==> src/rtl/mr1_mem_arbiter.sv <==
// Shares one memory request/response port between the MR1 fetch and data channels.
// Optional macro MR1_MEM_ARB_RR_EN selects round-robin arbitration instead of data-over-instr priority.
module mr1_mem_arbiter #(
    parameter int ADDR_W          = 32,
    parameter int MAX_OUTSTANDING = 4
) (
    input  logic              clk,
    input  logic              reset,
    input  logic              instr_req_valid,
    output logic              instr_req_ready,
    input  logic [ADDR_W-1:0] instr_req_addr,
    output logic              instr_rsp_valid,
    output logic [31:0]       instr_rsp_data,
    input  logic              data_req_valid,
    output logic              data_req_ready,
    input  logic [ADDR_W-1:0] data_req_addr,
    input  logic              data_req_wr,
    input  logic [3:0]        data_req_be,
    input  logic [31:0]       data_req_data,
    output logic              data_rsp_valid,
    output logic [31:0]       data_rsp_data,
    output logic              mem_req_valid,
    input  logic              mem_req_ready,
    output logic [ADDR_W-1:0] mem_req_addr,
    output logic              mem_req_wr,
    output logic [3:0]        mem_req_be,
    output logic [31:0]       mem_req_data,
    input  logic              mem_rsp_valid,
    input  logic [31:0]       mem_rsp_data,
    output logic              rsp_err
);

    localparam int PTR_W = $clog2(MAX_OUTSTANDING);
    localparam int CNT_W = $clog2(MAX_OUTSTANDING + 1);
    localparam logic [CNT_W-1:0] MAX_CNT = CNT_W'(MAX_OUTSTANDING);

    typedef enum logic [1:0] {
        ST_IDLE,
        ST_LOCK_INSTR,
        ST_LOCK_DATA
    } state_t;

    state_t             state, state_next;
    logic               sel_data;
    logic               win_valid;
    logic               full;
    logic               accept;
    logic               push;
    logic               pop;
    logic               unmatched;
    logic               rsp_src;
    logic [CNT_W-1:0]   count;
    logic [PTR_W-1:0]   wr_ptr, rd_ptr;
    logic               tag_mem [MAX_OUTSTANDING];

`ifdef MR1_MEM_ARB_RR_EN
    // 1 = data was granted last; reset value lets instr win the first contention.
    logic last_data;

    always_ff @(posedge clk) begin
        if (!reset) begin
            last_data <= 1'b1;
        end else if (accept) begin
            last_data <= sel_data;
        end
    end
`endif

    // Winner selection: a lock forces the locked source regardless of the other requester.
    always_comb begin
        sel_data  = 1'b0;
        win_valid = 1'b0;
        case (state)
            ST_LOCK_INSTR: begin
                sel_data  = 1'b0;
                win_valid = instr_req_valid;
            end
            ST_LOCK_DATA: begin
                sel_data  = 1'b1;
                win_valid = data_req_valid;
            end
            default: begin
`ifdef MR1_MEM_ARB_RR_EN
                if (instr_req_valid && data_req_valid) begin
                    sel_data = !last_data;
                end else begin
                    sel_data = data_req_valid;
                end
`else
                sel_data = data_req_valid;
`endif
                win_valid = instr_req_valid || data_req_valid;
            end
        endcase
    end

    assign full          = (count == MAX_CNT);
    assign mem_req_valid = reset && win_valid && !full;
    assign accept        = mem_req_valid && mem_req_ready;
    assign mem_req_addr  = sel_data ? data_req_addr : instr_req_addr;
    assign mem_req_wr    = sel_data && data_req_wr;
    assign mem_req_be    = sel_data ? data_req_be : 4'hf;
    assign mem_req_data  = sel_data ? data_req_data : 32'h0;

    assign instr_req_ready = accept && !sel_data;
    assign data_req_ready  = accept && sel_data;

    // Valid/ready: a request transfers in any cycle where both are high; requesters hold payload until then.
    always_comb begin
        state_next = state;
        case (state)
            ST_IDLE: begin
                if (mem_req_valid && !mem_req_ready) begin
                    state_next = sel_data ? ST_LOCK_DATA : ST_LOCK_INSTR;
                end
            end
            ST_LOCK_INSTR, ST_LOCK_DATA: begin
                if (accept) begin
                    state_next = ST_IDLE;
                end
            end
            default: state_next = ST_IDLE;
        endcase
    end

    always_ff @(posedge clk) begin
        if (!reset) begin
            state <= ST_IDLE;
        end else begin
            state <= state_next;
        end
    end

    assign push      = accept && !mem_req_wr;
    assign pop       = reset && mem_rsp_valid && (count != '0);
    assign unmatched = reset && mem_rsp_valid && (count == '0);
    assign rsp_src   = tag_mem[rd_ptr];

    assign instr_rsp_valid = pop && !rsp_src;
    assign data_rsp_valid  = pop && rsp_src;
    assign instr_rsp_data  = mem_rsp_data;
    assign data_rsp_data   = mem_rsp_data;

    // Pointers are power-of-two wide, so natural overflow is the modulo wrap.
    always_ff @(posedge clk) begin
        if (!reset) begin
            wr_ptr  <= '0;
            rd_ptr  <= '0;
            count   <= '0;
            rsp_err <= 1'b0;
        end else begin
            if (push) begin
                wr_ptr <= wr_ptr + 1'b1;
            end
            if (pop) begin
                rd_ptr <= rd_ptr + 1'b1;
            end
            case ({push, pop})
                2'b10:   count <= count + 1'b1;
                2'b01:   count <= count - 1'b1;
                default: count <= count;
            endcase
            if (unmatched) begin
                rsp_err <= 1'b1;
            end
        end
    end

    always_ff @(posedge clk) begin
        if (push) begin
            tag_mem[wr_ptr] <= sel_data;
        end
    end

endmodule
==> config.mk <==
export PLATFORM = sky130hd
export DESIGN_NAME = mr1_mem_arbiter
export DESIGN_NICKNAME = d
export VERILOG_FILES = /design/src/rtl/mr1_mem_arbiter.sv
export SDC_FILE = /design/constraint.sdc
export NUM_CORES = 1
export LEC_CHECK = 0
export ABC_AREA = 1
export CORE_AREA = 8 8 102 104
export CTS_CLUSTER_SIZE = 16
export DETAILED_ROUTE_END_ITERATION = 7
export DIE_AREA = 0 0 110 112
export GPL_TIMING_DRIVEN = 1
export PLACE_DENSITY_LB_ADDON = 0.3
export SYNTH_ARGS = -nofsm -noshare
export SYNTH_HDL_FRONTEND = slang
export SYNTH_SLANG_ARGS = --single-unit
==> constraint.sdc <==
create_clock -name clk -period 3 [get_ports clk]
set_input_delay 0.45 -clock clk [delete_from_list [all_inputs] [get_ports clk]]
set_output_delay 0.45 -clock clk [all_outputs]
set_load 0.02 [all_outputs]
---- Yosys cells after proc, flatten, opt, wreduce, memory -nomap -nowiden ----
Memories as Yosys holds them, arrays and structs flattened. A register that Yosys moved wholly into a read port is not among the register bits.
Index checks and enable logic that the tools add are counted.
word-level totals
  register bits after elaboration ......... 10
  RAM bits ................................ 4
  input bits .............................. 139
  output and inout bits ................... 139
  logic and storage cells ................. 56
  memories ................................ 1
operators by class
  add/subtract/negate cells ............... 4
  equality and inequality tests ........... 7
  muxes and demuxes ....................... 14
  reduce and logical (&&, ||, !) cells .... 25
memory list
  name     depth  width  rd ports  clocked after Yosys merged registers in  wr ports  RTL line  text
  tag_mem  4      1      1         1                                        1         54        logic tag_mem [MAX_OUTSTANDING];
operator list
  kind                 number
  $mux 32              2
  $logic_and 1x1->1    13
  $mux 2               5
  $pmux 3 s2           1
  $logic_not 1->1      5
  $add 2x1->2 const B  2
  $eq 2x1->1 const B   2
  $eq 2x2->1 const B   2
  $mux 4               1
  $ne 2x2->1 const B   2
  $pmux 1 s2           2
  $pmux 2 s2           1
  $add 3x1->3 const B  1
  $eq 3x3->1 const B   1
  $logic_not 3->1      1
  $reduce_bool 3->1    1
  $sub 3x1->3 const B  1
  $logic_not 2->1      1
  $mux 1               2
  $reduce_and 2->1     1
  $reduce_bool 2->1    1
  $reduce_or 2->1      1
  $logic_or 1x1->1     1

---- Logic depth before layout (Yosys ltp) ----
Gate-level depths: netlist of run 1.
  depth after elaboration ................. 8
  depth in mapped cells ................... 15
  mapped depth without buffers ............ 15

---- Least setup slack after synthesis of run 1 ----
No wires, ideal clock.
  path type ............................... reg2reg
  from .................................... register state[0]
  to ...................................... register count[2]
  library setup time ...................... 122 ps
  arrival ................................. 2,210 ps
  data required time ...................... 2,878 ps
  setup slack ............................. 668 ps
  stages on the path, launching flop included .. 15
  buffers on the path ..................... 0
  period minus slack after synthesis ...... 2,332 ps
  cells stage by stage .................... dfxtp_1 inv_1 ha_1 nand2_1 o21ai_2 inv_2 nand2_2 nand3_4 ha_1 inv_1 fa_1 a21oi_1 o21ai_0 o21ai_0 a21oi_1
on the way
  cells in the longest elaborated chain, start to end .. 8
  elaborated cells on any way between the ends .. 14
  classes of those cells .................. 4 x eq/ne; 3 x mux; 7 x reduce/logical
ends and longest elaborated chain
  element                                          RTL line  text
  from (decl)                                      43        state_t state, state_next;
  from (signal assigned)                           130       state <= state_next;
  $eq 2x2->1 or $eq 2x1->1 (tied branches)         73        case (state)
  $pmux 1 s2                                       73
  $logic_and 1x1->1 (2 in a row)                   98        assign mem_req_valid = reset && win_valid && !full;
  $logic_and 1x1->1                                99        assign accept = mem_req_valid && mem_req_ready;
  $logic_and 1x1->1 (*)                            134       assign push = accept && !mem_req_wr;
  $eq 2x1->1 or $eq 2x2->1 (tied branches)         158       case ({push, pop})
  $pmux 3 s2 or $reduce_bool 2->1 (tied branches)  --
  to (signal assigned)                             159       2'b10: count <= count + 1'b1;
  to (signal assigned)                             160       2'b01: count <= count - 1'b1;
  to (signal assigned)                             161       default: count <= count;
  to (decl)                                        52        logic [CNT_W-1:0] count;
Every way passes the cells marked *; elsewhere a longest branch is shown, timed or not.
A chain may end at the register's enable or synchronous reset.

---- Worst setup path in the final report of run 1 ----
  from .................................... register state[0]
  to ...................................... output mem_req_addr[2]
on the way
  cells in the longest elaborated chain, start to end .. 3
  elaborated cells on any way between the ends .. 4
  classes of those cells .................. 2 x eq/ne; 2 x mux
ends and longest elaborated chain
  element                                   RTL line  text
  $eq 2x2->1 or $eq 2x1->1 (tied branches)  73
  $pmux 1 s2 (*)                            73
  $mux 32 (*)                               100       assign mem_req_addr = sel_data ? data_req_addr : instr_req_addr;
  to (decl)                                 24        output logic [ADDR_W-1:0] mem_req_addr,
Marks and branches as above.

==> results of run 1 <==
==> power by group <==
part           leakage, nW  switching, mW  internal [mW]
Combinational         1.56           1.98           1.59
Clock               0.0288         0.0711          0.116
Sequential           0.134         0.0302          0.283
Total                 1.72           2.08           1.99
==> cell type report <==
class | instances | area [um2] | area share [%]
Tap cell | 111 | 139 | 3.84
Timing Repair Buffer | 187 | 1900 | 52.7
Inverter | 57 | 216 | 5.99
Clock buffer | 4 | 55.1 | 1.52
Multi-Input combinational cell | 207 | 941 | 26.0
Sequential cell | 16 | 360 | 9.97
==> tightest hold or removal path: stages, from the launching register on <==
cell and delay [ns]:
sky130_fd_sc_hd__dfxtp_1 0.33, sky130_fd_sc_hd__nand2_1 0.05, sky130_fd_sc_hd__o21ai_0 0.05
==> cells in the final DEF (no fill, tap or decap), types with 2 or more instances in the layout <==
master                            synthesis  routed
sky130_fd_sc_hd__nand2_1                117     117
sky130_fd_sc_hd__a21oi_1                 12      12
sky130_fd_sc_hd__clkdlybuf4s50_1          0     179
sky130_fd_sc_hd__dlymetal6s2s_1           0       2
sky130_fd_sc_hd__ha_1                     8       8
sky130_fd_sc_hd__nor2_1                  48      48
sky130_fd_sc_hd__buf_12                   0       2
sky130_fd_sc_hd__or2_2                    4       4
sky130_fd_sc_hd__inv_1                   55      55
sky130_fd_sc_hd__buf_4                   64       3
sky130_fd_sc_hd__o21ai_0                  7       7
sky130_fd_sc_hd__clkbuf_8                 0       4
sky130_fd_sc_hd__edfxtp_1                 4       4
sky130_fd_sc_hd__dfxtp_1                 12      12
sky130_fd_sc_hd__nand3_1                  4       4
sky130_fd_sc_hd__nand4_1                  2       2
==> worst max path at each step <==
stage,from,to,slack (ns),depth (start not counted)
after global placement,data_req_valid,count[2]$_SDFFE_PN0P_,0.26,12
final,state[0]$_SDFFE_PN0P_,mem_req_addr[2],0.15,9
after detailed placement,data_req_valid,count[2]$_SDFFE_PN0P_,0.22,12
after floorplan,state[0]$_SDFFE_PN0P_,count[2]$_SDFFE_PN0P_,0.67,14
after global routing,state[0]$_SDFFE_PN0P_,mem_req_addr[22],0.004,9
after CTS,state[0]$_SDFFE_PN0P_,mem_req_addr[2],0.06,9
==> cells by family (layout without fill, tap and decap cells) <==
group / after synthesis / after routing / share of synthesized area (%)
AOI/OAI and AO/OA: 21 / 21 / 5.54
and+or+nand+nor: 177 / 177 / 34.5
buffers and inverters: 132 / 248 / 36.3
adders and majority gates: 9 / 9 / 5.91
DFF: 16 / 16 / 17.7
==> metal layers <==
metal  wire (um)  vias up  track usage, %
li1            -     1210               -
met1        2990      930            12.2
met2        4560      144            24.2
met3        1350       15            7.39
met4         127        0            2.97
met5           0        -               0
==> flow_results.org, run 1 <==
** STA
- Period utilisation layout :: 95.1%
- The final-report hold violation count was 0.
- Total count of max-transition violations in the final report :: 0
- The worst pin sits at a relative slew slack of between 80% and 90%.
- Accumulated negative setup slack :: 0 ns
- Across the routed clock network, the largest skew measured is 0.00248 ns.
- Setup violations remaining at the end of the flow were counted as 0.
- The worst path needs ~2.9 ns of the cycle, external delays included.
- Once routing completed, OpenROAD measured the worst setup slack at ~0.15 ns.
- Timing would allow up to around 0.35 GHz.
- At the pin with the least slew margin, the transition time is 0.290 ns.
- Setup repair after global routing left no endpoint under its margin.
- Final worst hold slack :: 0.463 ns

** Synthesis
- Top post-synthesis cells by count :: 117 x sky130_fd_sc_hd__nand2_1, 64 x sky130_fd_sc_hd__buf_4, 55 x sky130_fd_sc_hd__inv_1
- The Yosys step of the flow raised 0 warnings.
- Fraction of registers with async set/reset :: 0%
- Synth top area cells :: sky130_fd_sc_hd__buf_4 24%, sky130_fd_sc_hd__nand2_1 22%, sky130_fd_sc_hd__dfxtp_1 12%, sky130_fd_sc_hd__inv_1 10%, sky130_fd_sc_hd__nor2_1 8.9%
- Count of flip-flops with a built-in enable after synthesis :: 4
- Post-Synthesis Mean Instance Area :: 5.72 um2
- Among all cell types in the netlist, the one instantiated most often is sky130_fd_sc_hd__nand2_1.
- In this run, distinct cell masters in the synthesized netlist total 20.
- Synth Flop Type :: sky130_fd_sc_hd__dfxtp_1
- Net Count, Synth :: 503
- Share of the synthesized area in the top cell type :: a little under a quarter
- Counting every instance in the synthesized netlist gives 355.
- Summing every instance area after synthesis gives 2030 um2.
- After synthesis the netlist holds a flip-flop and latch count of 16.
- Cell type with the highest aggregate area in the netlist :: sky130_fd_sc_hd__buf_4
- After synthesis, flip-flops and latches occupy between 15 and 20% of the total area.

** Cells and area
- Cells fill 40.7% of the core in the end.
- Diode insertion count for antenna repair :: 0
- Number of fillers in the final layout :: 907
- The count of cells in the finished layout, fillers not included, comes to around 580.
- The finished cells cover 3620 um2.
- The final layout contains 620 nets.
- Proportion of layout cells with a drive suffix above 1 :: ~4.0%
- Area growth from synthesis to layout :: 78.0%

** Clock network
- In this run the number of H-tree levels came out at 1.
- The clock drives 16 sinks.
- Master cell of the clock root buffer :: sky130_fd_sc_hd__clkbuf_8
- TritonCTS built the clock tree.
- Counting along the longest clock path gives a buffer depth of 2.
- Hold buffer count at CTS :: 0
- Buffers inserted during post-CTS setup optimization :: 0
- After clock tree synthesis, the clock-pin slew on the worst setup and hold paths is approximately 0.06 ns.
- Gates resized during post-CTS repair numbered 0.
- Total CTS buffers :: 3
- The clock reaches the later pin of the worst-skew pair after 0.25 ns.

** Setup path
- In this design, the stage delay of the slowest critical-path cell is 0.60 ns.
- On the critical path, the stage with the largest delay is an instance of sky130_fd_sc_hd__clkdlybuf4s50_1.
- Sum of buffers and inverters on the critical path :: 4
- For flop-to-flop paths, the worst setup slack is 0.35 ns.
- The number of cells on the worst reg-to-reg path is 14.
- Endpoint class of the critical path :: output pin
- The most numerous cell type found on the critical path is sky130_fd_sc_hd__nand2_1.
- Largest fanout on the critical path :: 14
- In this run the critical register-to-register path is launched from state[0]$_SDFFE_PN0P_.
- Data on the critical path arrives at its endpoint at approximately 2.4 ns.
- Cells traversed along the worst timing path :: inv_1, ha_1, nand2_1, o21ai_4, inv_4, buf_4, nand2_1, nand2_1, clkdlybuf4s50_1
- The worst setup path is of the reg2out kind.
- Kind of launch point of the worst setup path :: register
- On the critical path the largest part of the delay comes from buffers and inverters.
- The endpoint identified for the worst register-to-register timing path is count[2]$_SDFFE_PN0P_.
- At the worst endpoint, the required time is roughly 2.6 ns.

** Route
- The first detailed-routing pass took 4 iterations.
- For this block, the routed nets add up to 9030 um of wire.
- Count of antenna-violating nets left after detailed routing :: 0
- Number of DRC violations after detailed routing :: 0
- Overall via count from detail_route :: 2299
- The first routing iteration left 127 violations.
- After detailed routing, the average wire length per cell comes to roughly 16 um.
- Via-to-Cell Ratio :: roughly 4.0

** Floorplanning
- Die outline width :: 110 um
- Die outline height :: 112 um
- Total I/O pin count :: 278
- Initial cell density of the core :: 22.9%
- The floorplan step defined a core boundary enclosing 8890 um2.
- The floorplan step defined a die boundary enclosing 12300 um2.
- The floorplan has 35 rows.

** Power
- For this design the ratio of total power to cell area is 1130 nW/um2.
- The worst-case IR drop observed on VDD is 0.429 mV.
- For this design the static power due to leakage is between 1.5 and 2 nW.
- After layout, the design draws a total of 4.07 mW.

** Global route
- Entering global routing, the biggest net connects 71 pins.
- Initial antenna violation count :: 0
- The first global-routing pass estimated 12800 um of wire.
- The via count of the first global-routing pass came to 2344.
- Global routing used between 10% and 20% of the available tracks across all layers.
- Aggregate global routing overflow :: 0

** Outcome
- The run finished with clean final reports.

** Placed design
- In this run, placement finished with an instance count of roughly 580.
- Placement-stage worst setup slack :: 0.216 ns
- Buffers added on ports :: about 180
- After legalization and detailed placement, the total HPWL measured 7630 um.
- Global placer's final weighted congestion :: 0.752
- Post-place instance area :: 3530 um2

** Flow run
- Total of max-cap violations :: 0

** Hold path
- Depth of the worst hold-timing path :: 2
- End point of the most critical hold path :: rsp_err$_SDFFE_PN0P_
- Hold Crit Start :: rsp_err$_SDFFE_PN0P_
- The tightest min-delay check is of the reg2reg type.
(Power assumes the default switching activity.)
==> inputs of run 2 (changes only) <==
- PLACE_DENSITY: unset -> 0.77
- PLACE_DENSITY_LB_ADDON: 0.3 -> unset
==> flow_results.org, run 2 (synthesis gave the netlist of run 1 again) <==
** Setup path
- STA classifies the critical path startpoint as a register.
- Kind of critical path :: reg2out
- The required time at the worst-slack endpoint was 2.55 ns (about the same).
- First element of the critical path :: state[0]$_SDFFE_PN0P_
- Crit Reg-Reg Startpoint :: state[0]$_SDFFE_PN0P_
- The flop-to-flop setup slack is 0.39 ns (+0.04 ns).
- Largest fanout on the critical path :: 27 (+13)
- The cell count of the worst reg-to-reg path is 14 (unchanged).
- Termination of the worst setup path :: mem_req_addr[23]
- Arrival time of the worst setup path :: 2.40 ns (about the same)
- Endpoint class of the critical path :: output pin
- The endpoint identified for the worst register-to-register timing path is count[2]$_SDFFE_PN0P_.

** Clock network
- The tree is rooted in a sky130_fd_sc_hd__clkbuf_8.
- The buffer count from post-CTS setup fixing is 0 (unchanged).
- The number of buffers on the longest clock path was 2 (unchanged).
- The number of buffers created by CTS is 3 (unchanged).
- The number of buffers inserted by hold repair at cts is 0 (unchanged).
- The maximum level of the CTS H-tree came to 1 (unchanged).
- Clock insertion delay at the later pin of the skew report :: 0.25 ns (about the same)
- TritonCTS built the clock tree.
- Number of cells upsized or downsized after cts :: 0 (unchanged)
- Clock transition at the registers of the reported paths :: 0.06 ns (about the same)
- The TritonCTS sink count was 16 (unchanged).

** STA
- Clk_skew :: 0.00601 ns (+0.00353 ns)
- Final-report setup violation count :: 0 (unchanged)
- Final hold vios :: 0 (unchanged)
- Final worst hold slack :: 0.462 ns (-0.000620 ns)
- Final min period :: 2.85 ns (+0.00124 ns)
- Accumulated negative setup slack :: 0 ns (unchanged)
- Achievable clock frequency :: 0.350 GHz (about the same)
- Setup repair after global routing left no endpoint under its margin.
- The ratio of final minimum period to clock period is 95.1% (about the same).
- Total count of max-transition violations in the final report :: 0 (unchanged)
- The worst setup margin came to 0.146 ns (-0.00124 ns).
- Max_slew headroom :: 81.2% (+0.53 points)
- Slew at the pin closest to its max-slew limit :: 0.281 ns (-0.00889 ns)

** Power
- The total leakage power was 1.70 nW (-1.6%).
- The power density over cell area is 1130 nW/um2 (about the same).
- Max rail drop VDD :: 0.938 mV (+120%)

** Route
- Routed wirelength normalized by instance count :: 14.3 um (-7.8%)
- The overall via count from detail_route came to 2400 (+4.4%).
- The overall routed net length is 8340 um (-7.6%).
- The remaining number of nets flagged by the antenna check after routing is 0 (unchanged).
- Via-to-Cell Ratio :: 4.12 (+4.2%)
- Starting DRT DRC Count :: 143 (+13%)
- DRT Pass-1 Iters :: 4 (unchanged)
- Number of DRC violations after detailed routing :: 0 (unchanged)

** Placed design
- The post-placement cell area is 3540 um2 (+0.43%).
- The final HPWL from detailed placement is 7330 um (-3.8%).
- Placement-stage worst setup slack :: 0.279 ns (+0.0630 ns)
- The last weighted congestion value of the routability-driven placer came to 0.771 (+2.5%).
- The number of cells after detailed placement is 579 (+0.35%).
- The number of port buffers came to 181 (unchanged).

** Cells and area
- Diode insertion count for antenna repair :: 0 (unchanged)
- The net count reported at finish was 621 (+0.16%).
- Most frequent cells in the layout :: 181 x sky130_fd_sc_hd__clkdlybuf4s50_1, 117 x sky130_fd_sc_hd__nand2_1, 55 x sky130_fd_sc_hd__inv_1
- The number of fill cells in the layout came to 898 (-0.99%).
- Most frequent standard cell in the layout excluding fill and tap cells :: sky130_fd_sc_hd__clkdlybuf4s50_1
- Proportion of layout cells with a drive suffix above 1 :: 4.03% (-0.0085 points)
- Total non-filler cell area in the finished layout :: 3590 um2 (-0.66%)
- Area growth from synthesis to layout :: 76.8%
- Register Area :: 360 um2 (unchanged)
- Number of cells in the finished layout apart from fillers :: 583 (+0.17%)
- Multi-input gate area :: 941 um2 (unchanged)

** Global route
- The global-route wire length before repair was 12900 um (+0.91%).
- The remaining global-route overflow is 0 (unchanged).
- Number of global-route vias before repair :: 2546 (+8.6%)
- Total routing usage reported by global routing :: 13.1% (-0.10 points)
- The maximum number of pins on one net before global-route repair came to 30 (-58%).
- The initial antenna violation count was 0 (unchanged).

** Floorplanning
- The floorplan row count is 35 (unchanged).
- The horizontal extent of the die came to 110 um (unchanged).
- Total I/O pin count :: 278 (unchanged)
- The area of the core came to 8890 um2 (unchanged).
- The starting density of the core is 22.9% (unchanged).
- Die outline height :: 112 um (unchanged)
- The die area is 12300 um2 (unchanged).

** Outcome
- Outcome :: finished, final reports clean

** Flow run
- The count of maximum capacitance violations is 0 (unchanged).

** Hold path
- Class of the tightest hold or removal check :: reg2reg
==> run 2: per-stage QoR <==
step	utilization [%]	power, mW
global route	40.4	4.38
finish	40.4	4.05
global placement	39.9	3.86
detailed placement	39.9	3.91
CTS	40.4	4.09
floorplan	-	2.26
==> run 2: how the worst min path moves through the flow <==
stage                                 startpoint                   end  slack, ns  cells after the start
after detailed placement    rsp_err$_SDFFE_PN0P_  rsp_err$_SDFFE_PN0P_       0.45                      2
after global placement      rsp_err$_SDFFE_PN0P_  rsp_err$_SDFFE_PN0P_       0.44                      2
after floorplan           rd_ptr[1]$_SDFFE_PN0P_              register       0.44                      2
after CTS                   rsp_err$_SDFFE_PN0P_  rsp_err$_SDFFE_PN0P_       0.47                      2
final                       rsp_err$_SDFFE_PN0P_  rsp_err$_SDFFE_PN0P_       0.46                      2
after global routing        rsp_err$_SDFFE_PN0P_  rsp_err$_SDFFE_PN0P_       0.50                      2
==> run 2: layer usage <==
layer | vias up | GRT usage, % | wire length [um]
met4 | 0 | 4.86 | 233
met1 | 1021 | 12.9 | 2820
met2 | 140 | 22.8 | 4090
met3 | 34 | 6.53 | 1200
li1 | 1205 | - | -
met5 | - | 0 | 0
==> run 2: critical path, cell delays in order, from the launching register on <==
cell and delay [ns]:
sky130_fd_sc_hd__dfxtp_1 0.37, sky130_fd_sc_hd__inv_1 0.08, sky130_fd_sc_hd__ha_1 0.38, sky130_fd_sc_hd__nand2_1 0.14
sky130_fd_sc_hd__o21ai_4 0.10, sky130_fd_sc_hd__inv_2 0.12, sky130_fd_sc_hd__buf_12 0.18, sky130_fd_sc_hd__nand2_1 0.09
sky130_fd_sc_hd__nand2_1 0.07, sky130_fd_sc_hd__clkdlybuf4s50_1 0.61
==> run 2: cell type report <==
cell class	count	area share, %
Clock inverter	1	0.104
Clock buffer	3	1.15
Multi-Input combinational cell	207	26.2
Tap cell	111	3.87
Sequential cell	16	10.0
Timing Repair Buffer	188	52.7
Inverter	57	5.96
==> run 2: power breakdown <==
part | switching, mW | internal, mW
Clock | 0.0692 | 0.0906
Sequential | 0.0351 | 0.283
Combinational | 1.99 | 1.58
Total | 2.09 | 1.95
==> inputs of run 3 (changes only) <==
- GPL_ROUTABILITY_DRIVEN: unset -> 0
==> results of run 3 <==
No change in the layout: final DEF, timing and power equal those of run 2.
==> edit 1 (settings of run 2) <==
Add a define of `MR1_MEM_ARB_RR_EN`.
--- a/src/rtl/mr1_mem_arbiter.sv
+++ b/src/rtl/mr1_mem_arbiter.sv
@@ -1,4 +1,6 @@
 // Shares one memory request/response port between the MR1 fetch and data channels.
 // Optional macro MR1_MEM_ARB_RR_EN selects round-robin arbitration instead of data-over-instr priority.
+`define MR1_MEM_ARB_RR_EN
+
 module mr1_mem_arbiter #(
     parameter int ADDR_W          = 32,
Behaviour: not the same (Yosys sat finds a counterexample within 4 cycles, from zero or initial values and one cycle with reset low).
==> edit 1 against run 2 <==
- register-to-register slack got worse by 90 ps
- setup slack lost 7.0 ps
- critical path type unchanged
- count of clock-buffer cells in the layout rose by 1
- largest cell class unchanged
- cell count grew 1.4%
- area after synthesis is 5.1% higher
- core utilization is 0.69 points higher
- final area is 1.7% higher
- sequential cell count is 1 higher
- routed wire length grew 14%
Power is not compared: it rests on default switching activity, and its combinational part moved more than twofold at a synthesized area within 25%.
==> edit 1: results (changes against run 2) <==
* Worst rel slew slack at 0.794 (-0.0182)
* Synth Area in Compound Gates at 0.0410 (-0.0144)
* Multi-input gate count at 212 (+2.4%)
* Total global-route track usage at 0.141 (+0.0102)
* Status: finished, final reports clean
* Routed vias/inst at 4.15 (+0.91%)
* Worst Reg-to-Reg Cells at 17 (+3)
* Fin Clk Skew at 3.65 ps (-2.36 ps)
* DP HPWL at 8240 um (+12%)
* List of most frequent post-synthesis cells: 126 x nand2_1, 65 x buf_4, 58 x inv_1
* Global-route wire length before repair at 13,800 um (+6.6%)
* Final hold slack at 470 ps (+7.36 ps)
* GPL Wtd Cong at 0.818 (+6.0%)
* Yosys cell types at 24 (+20%)
* Sequential element share of the synthesized area at 0.178 (+0.000750)
* Pin count of the biggest net entering global routing at 54 (+80%)
* Storage element area at 380 um^2 (+5.6%)
* Placed cell area at 0.00359 mm^2 (+1.3%)
* Nets at 629 (+1.3%)
* Non-clock buffering overhead at 0.517 (-0.00987)
* Clock-cell share of area at 0.0123 (-0.000210)
* HP Start: rd_ptr[1]
* Reg-to-reg slack, setup at 300 ps (-90 ps)
* Non-clk invs at 61 (+7.0%)
* Fillers at 901 (+0.33%)
* Iteration-0 DRC Markers at 127 (-11%)
* Crit-path max FO at 53 (+96%)
* Critical Path Sink: mem_req_addr[3]
* Syn Area/Cell at 5.84 um^2 (+2.0%)
* Synth Area in Adders at 0.0562 (-0.00287)
edit 1: cell count changes in the layout (fill, tap and decap cells not counted), sizes merged, moves of 2 or more:
cell / before / now
nand4: 2 / 0
dlymetal6s2s: 0 / 7
o21ai: 8 / 5
a21oi: 12 / 10
nand2: 118 / 128
inv: 57 / 61
clkdlybuf4s50: 181 / 173
edit 1: kinds of logic after synthesis:
| group | after synthesis |
|---|---|
| and+or+nand+nor | 187 |
| DFF | 17 |
| buffers and inverters | 137 |
| AOI/OAI and AO/OA | 16 |
| adders and majority gates | 9 |
edit 1: per-layer routing:
metal  wire (um)  GRT usage  vias up
met5          30     0.0222        -
met2        4600      0.245      176
met1        3260      0.144     1046
met4          26     0.0108        2
met3        1540     0.0861        8
li1            -          -     1223
edit 1: per-stage QoR:
stage	setup WS, ps	util	power, uW
4_1_cts	104	0.409	2050
5_1_grt	-35.1	0.411	2170
6_report	139	0.411	2010
3_3_place_gp	305	0.404	1850
3_5_place_dp	212	0.404	1870
2_1_floorplan	572	-	1240
==> edit 2 (settings of run 2) <==
Without the edit above. Re-encode `state_t` (3 states) as one-hot, 3 bits wide.
--- a/src/rtl/mr1_mem_arbiter.sv
+++ b/src/rtl/mr1_mem_arbiter.sv
@@ -35,8 +35,8 @@
     localparam logic [CNT_W-1:0] MAX_CNT = CNT_W'(MAX_OUTSTANDING);
 
-    typedef enum logic [1:0] {
-        ST_IDLE,
-        ST_LOCK_INSTR,
-        ST_LOCK_DATA
+    typedef enum logic [2:0] {
+        ST_IDLE       = 3'b001,
+        ST_LOCK_INSTR = 3'b010,
+        ST_LOCK_DATA  = 3'b100
     } state_t;
 
Check against the original RTL: same outputs for any inputs over 10 cycles, from zero or initial values and one cycle with reset low; not proved beyond that.
==> edit 2 against run 2 <==
- core utilization up 0.15 points
- synthesized cell count up 0.28%
- routed wire length up 21%
- area after synthesis up 3.4%
- final area up 0.38%
- fmax up 3.2%
- register-to-register slack better by 100 ps
- sequential cell count up 1
- setup slack better by 89 ps
- clock skew down 3.6 ps
- critical path type is now in2out
- critical endpoint is now mem_req_addr[20]
- highest routed layer unchanged
Power is left out: it rests on default switching activity, and per cell area and clock period it moved more than threefold.
==> edit 2: results (changes against run 2) <==
* Vias in the first global route at 2,490 (-2.2%)
* Nets at 618 (-0.48%)
* Syn nets at 501 (-0.40%)
* Layout cell share with drive strength beyond 1 at 0.0530 (+0.0127)
* Synth top area cells: buf_4 23%, nand2_1 19%, dfxtp_1 12%
* Met2 usage at 0.248 (+0.0196)
* Crit path arrival time at 2310 ps (-90 ps)
* Launch point of the worst path: data_req_valid
* Placed cell area at 0.00356 mm^2 (+0.46%)
* Worst rel slew slack at 0.810 (-0.00172)
* Routed vias/inst at 4.13 (+0.33%)
* DRT Wirelength at 10,100 um (+21%)
* Pin count of the biggest net entering global routing at 54 (+80%)
* Reg-to-reg slack, setup at 490 ps (+100 ps)
* Status: finished, final reports clean
* Worst Reg-to-Reg Cells at 16 (+2)
* Sequential element share of the synthesized area at 0.181 (+0.00361)
* Total global-route track usage at 0.152 (+0.0212)
* Yosys cell types at 26 (+30%)
* Fillers at 882 (-1.8%)
* List of most frequent post-synthesis cells: 109 x nand2_1, 65 x buf_4, 53 x inv_1
* M3 GR Usage at 0.137 (+0.0722)
* Wl on met1 at 2910 um (+3.3%)
* Iteration-0 DRC Markers at 113 (-21%)
* Synth Area in Compound Gates at 0.0560 (+0.000534)
[edit 2: cell types whose count changed after synthesis, sizes merged]
cell,delta
nor3,+1
nand3,+1
clkbuf,-9
nand4,-2
dfxtp,+1
buf,+9
nor2,+6
a21oi,+1
nand2,-4
ha,-3
[edit 2: cell type report]
cell class                 count  area share
timing repair buffer         187       0.518
multi-input combinational    207       0.264
inverter                      57      0.0607
clock inverter                 1     0.00139
clock buffer                   3      0.0115
sequential                    17       0.105
tap                          111      0.0385
[edit 2: metrics by stage]
step           worst slack, ps  instances  utilization  hold slack [ps]
6_report                   236        583        0.406              456
3_3_place_gp               208        579        0.400              441
5_1_grt                    130        583        0.406              486
2_1_floorplan              918        356            -              436
3_5_place_dp              75.3        579        0.400              446
4_1_cts                    210        583        0.406              461
[edit 2: critical path, stage by stage]
cell             delay, ps
clkdlybuf4s50_1        490
nand2_2                 90
nand2_4                140
buf_4                  310
nand2_1                 90
nand2_1                110
clkdlybuf4s50_1        620
